**config.mk**
```make
export PLATFORM = sky130hd
export DESIGN_NAME = unidad_control
export DESIGN_NICKNAME = d
export VERILOG_FILES = /design/src/rtl/unidad_control.sv
export SDC_FILE = /design/constraint.sdc
export NUM_CORES = 1
export LEC_CHECK = 0
export CAP_MARGIN = 20
export CORE_MARGIN = 2
export CORE_UTILIZATION = 48
export CTS_BUF_LIST = sky130_fd_sc_hd__clkbuf_4
export DETAILED_ROUTE_END_ITERATION = 6
export HOLD_SLACK_MARGIN = 0.05
export PLACE_DENSITY = 0.94
export SLEW_MARGIN = 0
export SYNTH_ARGS = -nofsm -noshare
export SYNTH_HDL_FRONTEND = slang
export SYNTH_SLANG_ARGS = --single-unit
```
**constraint.sdc**
```tcl
create_clock -name clk -period 4.4 [get_ports clk]
set_input_delay 0.88 -clock clk [delete_from_list [all_inputs] [get_ports clk]]
set_output_delay 0.88 -clock clk [all_outputs]
set_load 0.03 [all_outputs]
```
**src/rtl/unidad_control.sv**
```systemverilog
// rtl/unidad_control.sv - CS3 hardwired control unit; define UC_STACK_EN to sequence CALL/RET
module unidad_control (
  input  logic       clk,
  input  logic       rst_n,
  input  logic [4:0] op,
  input  logic [2:0] condicion,
  input  logic [3:0] regestado,
  output logic       wreg,
  output logic       wmem,
  output logic       rmem,
  output logic       wir,
  output logic       wmar,
  output logic       ipc,
  output logic       clpc,
  output logic       wpc,
  output logic       rpc,
  output logic       inm,
  output logic       rac,
  output logic       wac,
  output logic       s,
  output logic       r,
  output logic       ta,
  output logic       tb,
  output logic       wsreg,
  output logic       isp,
  output logic       dsp,
  output logic       rsp,
  output logic       prsp,
  output logic       enable_mux_carry,
  output logic       halt
);

  localparam logic [1:0] S_RST   = 2'd0;
  localparam logic [1:0] S_FETCH = 2'd1;
  localparam logic [1:0] S_EX    = 2'd2;
  localparam logic [1:0] S_HALT  = 2'd3;

  localparam logic [4:0] OP_ST   = 5'b00000;
  localparam logic [4:0] OP_LD   = 5'b00001;
  localparam logic [4:0] OP_STS  = 5'b00010;
  localparam logic [4:0] OP_LDS  = 5'b00011;
  localparam logic [4:0] OP_CALL = 5'b00100;
  localparam logic [4:0] OP_RET  = 5'b00101;
  localparam logic [4:0] OP_BR   = 5'b00110;
  localparam logic [4:0] OP_JMP  = 5'b00111;
  localparam logic [4:0] OP_ADD  = 5'b01000;
  localparam logic [4:0] OP_SUB  = 5'b01010;
  localparam logic [4:0] OP_CP   = 5'b01011;
  localparam logic [4:0] OP_MOV  = 5'b01111;
  localparam logic [4:0] OP_STOP = 5'b10111;
  localparam logic [4:0] OP_SUBI = 5'b11010;
  localparam logic [4:0] OP_CPI  = 5'b11011;
  localparam logic [4:0] OP_SBCI = 5'b11100;
  localparam logic [4:0] OP_LDI  = 5'b11111;

  logic [1:0] state, state_nx;
  logic [1:0] step, step_nx;
  logic       br_taken;
  logic [1:0] last_step;
  logic       to_halt;

  // Branch condition from status {c,n,z,v}
  always_comb begin
    case (condicion)
      3'd0:    br_taken = regestado[1];
      3'd1:    br_taken = regestado[3];
      3'd2:    br_taken = regestado[0];
      3'd3:    br_taken = regestado[2] ^ regestado[0];
      default: br_taken = 1'b0;
    endcase
  end

  // Final EX step of the current opcode, and whether it ends in HALT
  always_comb begin
    last_step = 2'd0;
    to_halt   = 1'b0;
    case (op)
      OP_ADD, OP_SUB, OP_SUBI, OP_SBCI,
      OP_LDI, OP_MOV, OP_JMP:            last_step = 2'd1;
      OP_LD, OP_LDS:                     last_step = 2'd2;
      OP_ST, OP_STS:                     last_step = 2'd3;
      OP_BR:                             last_step = br_taken ? 2'd1 : 2'd0;
`ifdef UC_STACK_EN
      OP_CALL:                           last_step = 2'd3;
      OP_RET:                            last_step = 2'd2;
`endif
      OP_STOP:                           to_halt = 1'b1;
      default:                           last_step = 2'd0;
    endcase
  end

  // Next state / step; >= keeps the counter from running past the end
  always_comb begin
    state_nx = state;
    step_nx  = 2'd0;
    case (state)
      S_RST:   state_nx = S_FETCH;
      S_FETCH: state_nx = S_EX;
      S_EX: begin
        if (step >= last_step) begin
          state_nx = to_halt ? S_HALT : S_FETCH;
        end else begin
          step_nx = step + 2'd1;
        end
      end
      default: state_nx = S_HALT;
    endcase
  end

  // State register, forced to RST asynchronously
  always_ff @(posedge clk or negedge rst_n) begin
    if (!rst_n) begin
      state <= S_RST;
      step  <= 2'd0;
    end else begin
      state <= state_nx;
      step  <= step_nx;
    end
  end

  // Strobe decode from state, step and opcode
  always_comb begin
    wreg = 1'b0; wmem = 1'b0; rmem = 1'b0; wir = 1'b0; wmar = 1'b0;
    ipc = 1'b0; clpc = 1'b0; wpc = 1'b0; rpc = 1'b0; inm = 1'b0;
    rac = 1'b0; wac = 1'b0; s = 1'b0; r = 1'b0; ta = 1'b0; tb = 1'b0;
    wsreg = 1'b0; isp = 1'b0; dsp = 1'b0; rsp = 1'b0; prsp = 1'b0;
    enable_mux_carry = 1'b0; halt = 1'b0;
    case (state)
      S_RST: begin
        clpc = 1'b1;
        prsp = 1'b1;
      end
      S_FETCH: begin
        wir = 1'b1;
        ipc = 1'b1;
      end
      S_HALT: halt = 1'b1;
      default: begin
        case (op)
          OP_ADD, OP_SUB, OP_SUBI, OP_SBCI: begin
            if (step == 2'd0) begin
              s     = (op == OP_ADD);
              r     = (op != OP_ADD);
              inm   = (op == OP_SUBI) || (op == OP_SBCI);
              enable_mux_carry = (op == OP_SBCI);
              wac   = 1'b1;
              wsreg = 1'b1;
            end else begin
              rac  = 1'b1;
              wreg = 1'b1;
            end
          end
          OP_CP, OP_CPI: begin
            r     = 1'b1;
            wsreg = 1'b1;
            wac   = 1'b1;
            inm   = (op == OP_CPI);
          end
          OP_LDI, OP_MOV: begin
            if (step == 2'd0) begin
              wac = 1'b1;
              inm = (op == OP_LDI);
            end else begin
              rac  = 1'b1;
              wreg = 1'b1;
            end
          end
          OP_LD, OP_LDS: begin
            case (step)
              2'd0: begin wac = 1'b1; inm = (op == OP_LDS); end
              2'd1: begin rac = 1'b1; wmar = 1'b1; end
              default: begin rmem = 1'b1; wreg = 1'b1; end
            endcase
          end
          OP_ST, OP_STS: begin
            case (step)
              2'd0: begin wac = 1'b1; inm = (op == OP_STS); end
              2'd1: begin rac = 1'b1; wmar = 1'b1; end
              2'd2: begin ta = 1'b1; wac = 1'b1; end
              default: begin rac = 1'b1; wmem = 1'b1; end
            endcase
          end
          OP_JMP, OP_BR: begin
            // Untaken branch simply ends after a silent E0
            if (op == OP_JMP || br_taken) begin
              if (step == 2'd0) begin
                inm = 1'b1;
                wac = 1'b1;
              end else begin
                rac = 1'b1;
                wpc = 1'b1;
              end
            end
          end
`ifdef UC_STACK_EN
          OP_CALL: begin
            case (step)
              2'd0: begin rsp = 1'b1; wmar = 1'b1; end
              2'd1: begin rpc = 1'b1; wmem = 1'b1; dsp = 1'b1; end
              2'd2: begin inm = 1'b1; wac = 1'b1; end
              default: begin rac = 1'b1; wpc = 1'b1; end
            endcase
          end
          OP_RET: begin
            case (step)
              2'd0: isp = 1'b1;
              2'd1: begin rsp = 1'b1; wmar = 1'b1; end
              default: begin rmem = 1'b1; wpc = 1'b1; end
            endcase
          end
`endif
          default: ;
        endcase
      end
    endcase
  end

endmodule
```
======== Yosys cells after proc, flatten, opt, wreduce, memory -nomap -nowiden ========
Index checks and enable logic that the tools add are counted.
storage, ports and cells
  register bits ........................... 4
cells by class
  $add $sub $neg .......................... 1
  magnitude comparators ................... 1
  equality and inequality tests ........... 24
  multiplexer cells ....................... 55
  bitwise operators ....................... 1
  reductions and logical operators ........ 20
operator list
  cell                  count
  $mux W1               42
  $eq A5 B5 Y1 const B  5
  $eq A5 B4 Y1 const B  4
  $reduce_or A2 Y1      7
  $pmux W1 S4           3
  $eq A5 B2 Y1 const B  2
  $eq A5 B3 Y1 const B  2
  $mux W2               4
  $pmux W2 S4           1
  $reduce_or A4 Y1      2
  $reduce_or A8 Y1      1
  $reduce_or A7 Y1      1
  $eq A2 B2 Y1 const B  3
  $eq A3 B2 Y1 const B  2
  $pmux W1 S2           3
  $pmux W1 S6           1
  $pmux W2 S3           1
  $reduce_or A3 Y1      2
  $reduce_or A6 Y1      1
  $eq A5 B1 Y1 const B  1
  $logic_not A5 Y1      1
  $ne A5 B4 Y1 const B  1
  $eq A2 B1 Y1 const B  2
  $logic_not A2 Y1      2
  7 further kinds       8

======== Depth between registers and ports, before layout ========
  depth in word-level cells ............... 7
  depth in mapped cells ................... 9

======== Least setup slack after synthesis ========
Ideal clock, no wire load.
  path type ............................... input-to-output
  from .................................... in op[3]
  to ...................................... out wpc
  data arrival time ....................... 2358 ps
  required time ........................... 3520 ps
  slack ................................... 1162 ps
  cell stages on the path ................. 4
  buffers on the path ..................... 1
  cells stage by stage .................... buf_2 -> nand3b_1 -> or2_0 -> nor4_1
on the way
  longest elaborated chain between the ends .. 5
ends and longest elaborated chain
  item                line      source
  start: declaration  5         input logic [4:0] op,
  $eq A5 B3 Y1        139, 185
  $logic_or A1 B1 Y1  185       if (op == OP_JMP || br_taken) begin
  $mux W1             185
  $mux W1 *           139       case (op)
  $mux W1 *           128       case (state)
  end: declaration    15        output logic wpc,
Mark *: on every way between the ends. The rest lies on a longest branch, timed or not.

======== Worst setup path after layout ========
  from .................................... in op[3]
  to ...................................... out rac
on the way
  longest elaborated chain between the ends .. 5
ends and longest elaborated chain
  item                line      source
  $eq A5 B3 Y1        139, 185
  $logic_or A1 B1 Y1  185
  $mux W1             185
  $pmux W1 S4 *       139
  $mux W1 *           128
  end: declaration    18        output logic rac,
Marked as above.

==> results.txt <==
* Height of the die: 47.5 um
- Entering global routing, the biggest net connects 22 pins.
- Final-layout setup total negative slack: 0 ps
- Detailed placer's ending HPWL: 2.10 mm
- For this design the ratio of total power to cell area is 242 nW/um2.
- DRC: 0
- Max-cap violations in this run came to 0.
- The analysis attributes to cell leakage a power of 0.440 nW.
* Maximum buffer depth of the clock tree: 2
* Chip Width: 47.5 um
- CTS H-tree depth: 1
- PnR worst setup slack: 310 ps
* Weighted congestion at the end of routability-driven global placement: 0.925
* Buffer cell driving the clock tree root: clkbuf_4
- Startpoint type of the worst setup path: primary input
- For this design the top-level I/O count stands at 37.
* Highest achievable clock rate: 244 MHz
- Syn Inst Count: 128
- The library cell used most frequently in the layout, excluding fill and tap cells, is clkdlybuf4s50_1.
- The signal on the critical path passes through clkdlybuf4s50_1 > inv_1 > o311ai_1 > a221oi_1 > a221oi_2 > clkdlybuf4s50_1.
* Final routed wire length divided by cell count: 15.0 um
- For this run, the total global-route usage over all layers was measured as 0.267.
- Number of buffers created by CTS: 3
* Overflow left after global routing: 0
- In this run the cell area of the synthesized design comes to 907 um2.
- The worst path in the final design needs a cycle of 4090 ps, including I/O delays and setup.
- Num rows: 15
- Relative contribution of sequential cells to total power: 0.190
- Setup bufs post-CTS: 0
- Using the TritonRoute via totals, the vias-per-cell ratio works out to 5.76.
* Number of vias in the routed layout: 1,043
* Post-route antenna net violation count: 0
- After clock tree synthesis, the clock-pin slew on the worst setup and hold paths is 30 ps.
- Ant diodes: 0
- Placeable core area: 1750 um2
- CP max stage delay: 720 ps
* Router iterations before antenna repair: 4
- The tightest hold path in the finished design has a slack of 558 ps.
* Pre-CTS worst setup slack: 339 ps
- Largest vdd supply drop: 0.000380 V
* Tot Pwr: 0.297 mW
- The area growth from synthesis to layout is 35.6%.
- Share of post-route cells with drive strength above 1: 0.0897
- The slowest stage of the critical path is the clkdlybuf4s50_1 cell.
- First DRT Iteration DRCs: 42
- The hold violation count in the final report is 0.
- The internal portion of the total power is 0.156 mW.
- The via count of the first global-routing pass is 964.
* Post-CTS resize count: 0
* Seq. cell area: 100 um2
- The synthesized design contains 0 enable-type register cells.
* Total Nets Final: 178
- Data arrives at the worst endpoint at 3210 ps.
- Counting distinct cell types in the post-synthesis netlist gives 48.
- Actual slew at the worst max-slew pin: 518 ps
* CP Capture Type: output port
- Summed over all nets, the switching power comes to 0.141 mW.
- Number of synthesized register bits: 4
- The share of total power dissipated in combinational logic is 0.664.
- The layout has 152 filler cells.
- Full die area: 2250 um2
* Count of buffers from port buffering: 31
* Multi-input logic area: 706 um2
* Path type of the worst min-delay path: flop to flop
- Of the total power, the share spent switching nets is 0.476.
* Final Setup Violations: 0
- In the synthesized netlist the async set-or-reset flop fraction comes to 1.00.
* CTS Hold Bufs: 0
* Sinks on Clock Net: 4
- Proportion of power drawn by the clock network: 0.146
* Largest clock skew in the final design: 0.772 ps
- Dividing the final minimum period by the clock period gives 0.930.
* Largest driver fanout on the critical path: 13
* TritonCTS clock tree: built
- In this run the tightest slew margin relative to its limit is 0.654.
- The first global-routing pass estimated 4.17 mm of wire.
- Required time of the critical path: 3520 ps
- Most frequent cells in the layout: clkdlybuf4s50_1, nor2_1, nand2b_1, nand2_1, inv_1
* YS warnings: 0
- Critical Path Most Common Cell: clkdlybuf4s50_1
- Main flop type after synthesis: dfrtp_1
* Final core utilization: 0.705
- Setup repair after global routing left no endpoint under its margin.
- Worst-skew pair later-pin latency: 230 ps
* Mean Syn Cell Area: 7.09 um2
* Total Routed Length: 2.71 mm
* Result of the run: complete, no violations
- Category of the most critical setup path: primary input to output port
- Max-slew violation total from the final report: 0
- Initial Utilization: 0.520
- Of the synthesized area, sequential elements account for 0.110.
* Antenna violations before repair: 0
through the flow:
step | area (um2) | instances
3_5_place_dp | 1210 | 178
3_3_place_gp | 1210 | 178
2_1_floorplan | 922 | 132
4_1_cts | 1230 | 181
6_report | 1230 | 181
5_1_grt | 1230 | 181
cell type report:
class                           instances  share of cell area
Sequential cell                         4              0.0814
Inverter                                8              0.0244
Multi-Input combinational cell        106               0.574
Timing Repair Buffer                   35               0.277
Tap cell                               25              0.0254
Clock buffer                            3              0.0183
cell families (layout without fill, tap and decap cells):
| kind of cell | after synthesis | count (layout) | synth area share |
|---|---|---|---|
| other | 1 | 5 | 0.00413 |
| multiplexers | 1 | 1 | 0.0124 |
| buffers and inverters | 22 | 46 | 0.128 |
| flip-flops | 4 | 4 | 0.110 |
| AO/OA/AOI/OAI | 31 | 31 | 0.270 |
| XOR/XNOR | 1 | 1 | 0.00966 |
| AND/OR/NAND/NOR | 62 | 62 | 0.382 |
| adder cells (fa/ha/maj) | 6 | 6 | 0.0828 |
per-layer routing:
metal | share of wire | global-route usage | wire length [um]
met1 | 0.42 | 0.326 | 1150
met5 | 0 | 0 | 0
met2 | 0.50 | 0.443 | 1360
met3 | 0.054 | 0.0302 | 145
met4 | 0.021 | 0.172 | 58
path summary, 6_finish.rpt:
kind	startpoint	end	slack, ps	cells past startpoint
worst max-delay path	op[3]	rac	310	6
worst min-delay path	state[0]$_DFFE_PN0P_	state[1]$_DFFE_PN0P_	560	1
worst max register to register	step[0]$_DFF_PN0_	step[0]$_DFF_PN0_	2810	5
worst min register to register	state[0]$_DFFE_PN0P_	state[1]$_DFFE_PN0P_	560	1
max in group asynchronous	rst_n	state[0]$_DFFE_PN0P_	3380	1
min in group asynchronous	rst_n	step[1]$_DFF_PN0_	850	1
sequential cells by signal, indices dropped and copies added, names as in the netlist:
register  flops
step          2
state         2
synthesized netlist by cell type, drive strengths merged, types with 4 or more instances:
master / count / share of area
buf: 13 / 0.091
nor2: 11 / 0.046
inv: 8 / 0.033
nand2: 8 / 0.033
nand2b: 8 / 0.055
ha: 6 / 0.083
nor2b: 5 / 0.034
a21oi: 4 / 0.022
and2: 4 / 0.028
dfrtp: 4 / 0.11
nand3: 4 / 0.022
o21ai: 4 / 0.022
or2: 4 / 0.028
power by group through the flow:
stage	clock [mW]	combinational, mW	sequential [mW]
finish	0.0433	0.197	0.0565
global route	0.0456	0.211	0.0581
CTS	0.0461	0.197	0.0562
detailed placement	0	0.195	0.0566
global placement	0	0.190	0.0558
floorplan	0	0.134	0.0543
critical path: cells and delay by family:
family / cells / cell delay [ps]
buf+inv: 3 / 1620
compound gates: 3 / 700
Note: power is estimated with default switching activity, not from simulation.
==> RTL edit 1 (same settings) <==
Build with the macro `UC_STACK_EN` defined.
--- a/src/rtl/unidad_control.sv
+++ b/src/rtl/unidad_control.sv
@@ -1,3 +1,5 @@
 // rtl/unidad_control.sv - CS3 hardwired control unit; define UC_STACK_EN to sequence CALL/RET
+`define UC_STACK_EN
+
 module unidad_control (
   input  logic       clk,
Function: changed (a bounded check fails within 4 cycles, from zero or initial values and one cycle with rst_n low).
==> RTL edit 1 against the unedited design <==
Area after synthesis rose by 9.5%; sequential cell count is the same; design area rose by 8.2%; largest power group unchanged; count of clock-buffer cells in the layout unchanged; sequential share of layout area is 0.62 points lower; clock power increased by 13%; wire length grew 8.1%; worst setup slack worse by 0.12 ns; total power fell by 1.3%.
==> RTL edit 1: results (changes against the unedited design) <==
[metrics] Critical Path AT: 3.33 ns (+0.12 ns)
[metrics] Max FO, Critical Path: 18 (+5)
[metrics] worst hold slack: 0.561 ns (+0.00274 ns)
[metrics] met1 Use GR: 0.266 (-0.0601)
[metrics] global-route wire length before repair: 4.83 mm (+16%)
[metrics] multi-input gate count: 119 (+12%)
[metrics] average wire per standard cell: 14.7 um (-1.7%)
[metrics] pin count of the biggest net entering global routing: 20 (-9.1%)
[metrics] Commonest cells post-synth: sky130_fd_sc_hd__nand2_1, sky130_fd_sc_hd__nor2_1, sky130_fd_sc_hd__nor3_1
[metrics] share of the final layout cell area in sequential cells: 0.0752 (-0.00620)
[metrics] I/O Buffers: 35 (+13%)
[metrics] total inserted antenna cells: 0 (unchanged)
[metrics] sequential fraction of the synthesis area: 0.101 (-0.00959)
[metrics] synthesized instance count: 145 (+13%)
[metrics] Met3 Routed Length: 158 um (+9.0%)
[metrics] most common flop cell mapped by yosys: sky130_fd_sc_hd__dfrtp_1
[metrics] worst setup path startpoint: op[1]
[metrics] cell count of the worst reg-to-reg path: 5 (unchanged)
[metrics] Final min period: 4.21 ns (+0.122 ns)
[metrics] number of different library cells in the post-synthesis netlist: 49 (+2.1%)
[metrics] reg2reg end: step[1]$_DFF_PN0_
[metrics] routed vias: 1203 (+15%)
[metrics] Non-clk bufs: 39 (+11%)
[metrics] fill cell instance count of the final layout: 198 (+30%)
[metrics] synthesis-to-layout area growth: 34.0%
[metrics] placed standard-cell area: 0.00131 mm2 (+8.4%)
[metrics] inverter count: 7 (-1)
[metrics] multi-input gate share of total cell area: 0.577 (+0.00331)
[metrics] actual slew at the worst max-slew pin: 0.591 ns (+0.0730 ns)
[metrics] final net count: 194 (+9.0%)
[metrics] vias per std cell: 6.05 (+4.9%)
[metrics] non-clock buffer share of cell area: 0.286 (+0.00901)
[metrics] routability congestion estimate from global placement: 0.981 (+6.0%)
[metrics] clock network contribution to total cell area: 0.0169 (-0.00139)
[metrics] share of final-layout standard cells stronger than drive strength 1: 0.0640 (-0.0258)
[metrics] stage delay of the slowest cell on the critical path: 0.70 ns (-0.02 ns)
[metrics] routed length on met2: 1.56 mm (+15%)
[metrics] metal1 wirelength: 1.13 mm (-1.2%)
[metrics] main area contributors after synthesis: sky130_fd_sc_hd__dfrtp_1, sky130_fd_sc_hd__ha_1, sky130_fd_sc_hd__nand2_1, sky130_fd_sc_hd__nand2b_1, sky130_fd_sc_hd__buf_4
[metrics] latest clock arrival within the worst-skew pair: 0.25 ns (+0.02 ns)
[metrics] worst setup skew after layout: 0.000380 ns (-0.000392 ns)
[metrics] origin of the critical flop-to-flop path: step[0]$_DFF_PN0_
[metrics] met2 track demand over resource in global routing: 0.475 (+0.0320)
[metrics] result of the run: finished, final reports clean
[metrics] number of DRC markers in iteration 0: 41 (-2.4%)
[RTL edit 1: cell count changes in the layout (fill, tap and decap cells not counted), sizes merged, moves of 3 or more]
cell	before	now
clkdlybuf4s50	31	35
nand4	3	0
nand3	4	1
nor3	3	11
a21oi	4	8
nand2	8	15
conb	5	1
[RTL edit 1: cells by family (layout without fill, tap and decap cells)]
group,count (synthesis),in the layout,share of synthesized area
adders and majority gates,6,6,0.0756
other,1,1,0.00377
AOI/OAI and AO/OA,39,39,0.280
DFF,4,4,0.101
buffers and inverters,22,49,0.126
xor gates and xnor gates,1,1,0.00882
muxes,2,2,0.0202
and+or+nand+nor,70,70,0.385
[RTL edit 1: power breakdown]
| group | leakage [nW] | internal (mW) | switching [mW] |
|---|---|---|---|
| clock | 0.0138 | 0.0307 | 0.0182 |
| combinational | 0.442 | 0.0776 | 0.113 |
| sequential | 0.0472 | 0.0445 | 0.00914 |
| total | 0.503 | 0.153 | 0.140 |
==> RTL edit 2 (same flow settings) <==
Without the edit above. Put a register stage on the output `wir`, cleared by the reset. The value now appears one clock later. The other outputs are not delayed to match.
--- a/src/rtl/unidad_control.sv
+++ b/src/rtl/unidad_control.sv
@@ -54,4 +54,6 @@
   localparam logic [4:0] OP_LDI  = 5'b11111;
 
+  logic wir_d;
+
   logic [1:0] state, state_nx;
   logic [1:0] step, step_nx;
@@ -121,5 +123,5 @@
   // Strobe decode from state, step and opcode
   always_comb begin
-    wreg = 1'b0; wmem = 1'b0; rmem = 1'b0; wir = 1'b0; wmar = 1'b0;
+    wreg = 1'b0; wmem = 1'b0; rmem = 1'b0; wir_d = 1'b0; wmar = 1'b0;
     ipc = 1'b0; clpc = 1'b0; wpc = 1'b0; rpc = 1'b0; inm = 1'b0;
     rac = 1'b0; wac = 1'b0; s = 1'b0; r = 1'b0; ta = 1'b0; tb = 1'b0;
@@ -132,5 +134,5 @@
       end
       S_FETCH: begin
-        wir = 1'b1;
+        wir_d = 1'b1;
         ipc = 1'b1;
       end
@@ -216,3 +218,11 @@
   end
 
+  always_ff @(posedge clk or negedge rst_n) begin
+    if (!rst_n) begin
+      wir <= '0;
+    end else begin
+      wir <= wir_d;
+    end
+  end
+
 endmodule
Function: changed (Yosys sat finds a counterexample within 4 cycles, from zero or initial values and one cycle with rst_n low).
==> RTL edit 2 against the unedited design <==
Clock skew grew 0.00085 ns; wire length shrank 19%; worst setup slack lost 0.077 ns; total power shrank 10%; register-to-register slack lost 0.03 ns; synthesized cell count shrank 12%; sequential cell count grew 1; design area shrank 3.2%; area after synthesis shrank 5.5%.
==> RTL edit 2: results (changes against the unedited design) <==
[metrics] CTS H-tree lvls: 1 (unchanged)
[metrics] number of placed cells counting well taps: 164 (-7.9%)
[metrics] sum of net half-perimeters after detailed placement: 1.71 mm (-19%)
[metrics] fill cell instance count of the final layout: 153 (+0.66%)
[metrics] vias per std cell: 5.64 (-2.2%)
[metrics] latest clock arrival within the worst-skew pair: around 0.24 ns
[metrics] number of warning messages in the yosys log: 0 (unchanged)
[metrics] number of DRC markers in iteration 0: 15 (-64%)
[metrics] share of final-layout standard cells stronger than drive strength 1: 0.112 (+0.0221)
[metrics] Setup Buffers After CTS: 0 (unchanged)
[metrics] CTS clk-pin slew, worst paths: around 0.040 ns
[metrics] worst setup skew after layout: 0.00162 ns (+0.000852 ns)
[metrics] total inserted antenna cells: 0 (unchanged)
[metrics] Critical Path AT: 3.29 ns (+0.08 ns)
[metrics] average cell area after synthesis: 7.58 um2 (+7.0%)
[metrics] I/O Buffers: 31 (unchanged)
[metrics] sequential fraction of the synthesis area: 0.146 (+0.0356)
[metrics] actual slew at the worst max-slew pin: 0.498 ns (-0.0198 ns)
[metrics] global-route wire length before repair: 3.39 mm (-19%)
[metrics] result of the run: finished, final reports clean
[metrics] Leak Pwr: 0.442 nW (+0.36%)
[metrics] average wire per standard cell: 13.1 um (-13%)
[metrics] Max FO, Critical Path: 14 (+1)
[metrics] Synth top area share: 0.146 (+0.0356)
[metrics] Worst VDD drop: 0.178 mV (-53%)
[metrics] Regs by FF count: state: 2 flops, step: 2 flops, wir: 1 flops
[metrics] number of buffers created by CTS: 3 (unchanged)
[metrics] total track usage: 0.218 (-0.0495)
[metrics] routability congestion estimate from global placement: 0.825 (-11%)
[metrics] maximum root-to-sink buffer count: 2 (unchanged)
[metrics] class of the worst hold path: reg2reg
[metrics] number of antenna violations at the first check in global routing: 0 (unchanged)
[metrics] placed standard-cell area: 0.00116 mm2 (-3.8%)
[metrics] stage delay of the slowest cell on the critical path: 0.75 ns (+0.03 ns)
[metrics] pin count of the biggest net entering global routing: 16 (-27%)
[metrics] Commonest cells post-synth: sky130_fd_sc_hd__buf_4, sky130_fd_sc_hd__nand2_1
[metrics] main area contributors after synthesis: sky130_fd_sc_hd__dfrtp_1, sky130_fd_sc_hd__ha_1, sky130_fd_sc_hd__buf_4, sky130_fd_sc_hd__nand2b_1, sky130_fd_sc_hd__a21oi_1
[metrics] number of global-route vias before repair: 814 (-16%)
[metrics] number of different library cells in the post-synthesis netlist: 44 (-8.3%)
[metrics] detailed-route wire length: 2.20 mm (-19%)
[metrics] Root Driver: sky130_fd_sc_hd__clkbuf_4
[metrics] Async SR Flop Fraction: 1.00 (unchanged)
[metrics] Slowest cell on crit path: sky130_fd_sc_hd__clkdlybuf4s50_1
[RTL edit 2: where the power goes]
| part | internal (mW) | total, mW | switching, mW |
|---|---|---|---|
| clock | 0.0405 | 0.0599 | 0.0194 |
| combinational | 0.0611 | 0.144 | 0.0826 |
| sequential | 0.0544 | 0.0626 | 0.00815 |
[RTL edit 2: routing by layer]
layer	track usage	wire length, um
met5	0	0
met4	0.0857	0
met3	0.0431	101
met2	0.386	1160
met1	0.253	940
[RTL edit 2: cell type report]
class,instances,area share
timing repair buffer,37,0.298
clock buffer,4,0.0252
sequential,5,0.105
tap,25,0.0263
inverter,3,0.00945
multi-input combinational,94,0.536
[RTL edit 2: per-stage QoR]
stage | hold slack, ns | setup slack, ns | utilization
final | 0.557 | 0.233 | 0.697
after global placement | 0.526 | 0.320 | 0.680
after floorplan | 0.514 | 1.05 | -
after CTS | 0.557 | 0.242 | 0.697
after global routing | 0.583 | 0.0624 | 0.697
after detailed placement | 0.548 | 0.251 | 0.680
[RTL edit 2: logic make-up (layout without fill, tap and decap cells)]
| kind of cell | count (synthesis) | after routing | share of synthesized area |
|---|---|---|---|
| AND/OR/NAND/NOR | 53 | 53 | 0.366 |
| AO/OA/AOI/OAI | 29 | 29 | 0.257 |
| buffers and inverters | 18 | 44 | 0.127 |
| adder cells (fa/ha/maj) | 6 | 6 | 0.0876 |
| flip-flops | 5 | 5 | 0.146 |
| other | 1 | 5 | 0.00438 |
| multiplexers | 1 | 1 | 0.0117 |
[RTL edit 2: worst paths after layout]
kind / endpoint / cells after the start / startpoint / slack [ns]
max reg2reg: state[1]$_DFFE_PN0P_ / 5 / step[0]$_DFF_PN0_ / 2.78
min reg2reg: wir$_DFF_PN0_ / 1 / state[1]$_DFFE_PN0P_ / 0.56
min in group asynchronous: step[1]$_DFF_PN0_ / 1 / rst_n / 0.85
max in group asynchronous: state[1]$_DFFE_PN0P_ / 1 / rst_n / 3.36
max: inm / 6 / op[0] / 0.23
min: wir$_DFF_PN0_ / 1 / state[1]$_DFFE_PN0P_ / 0.56
[RTL edit 2: critical path: cells and delay by family]
family | cells | cell delay [ns]
AOI/OAI and AO/OA | 4 | 0.94
buffers and inverters | 2 | 1.46
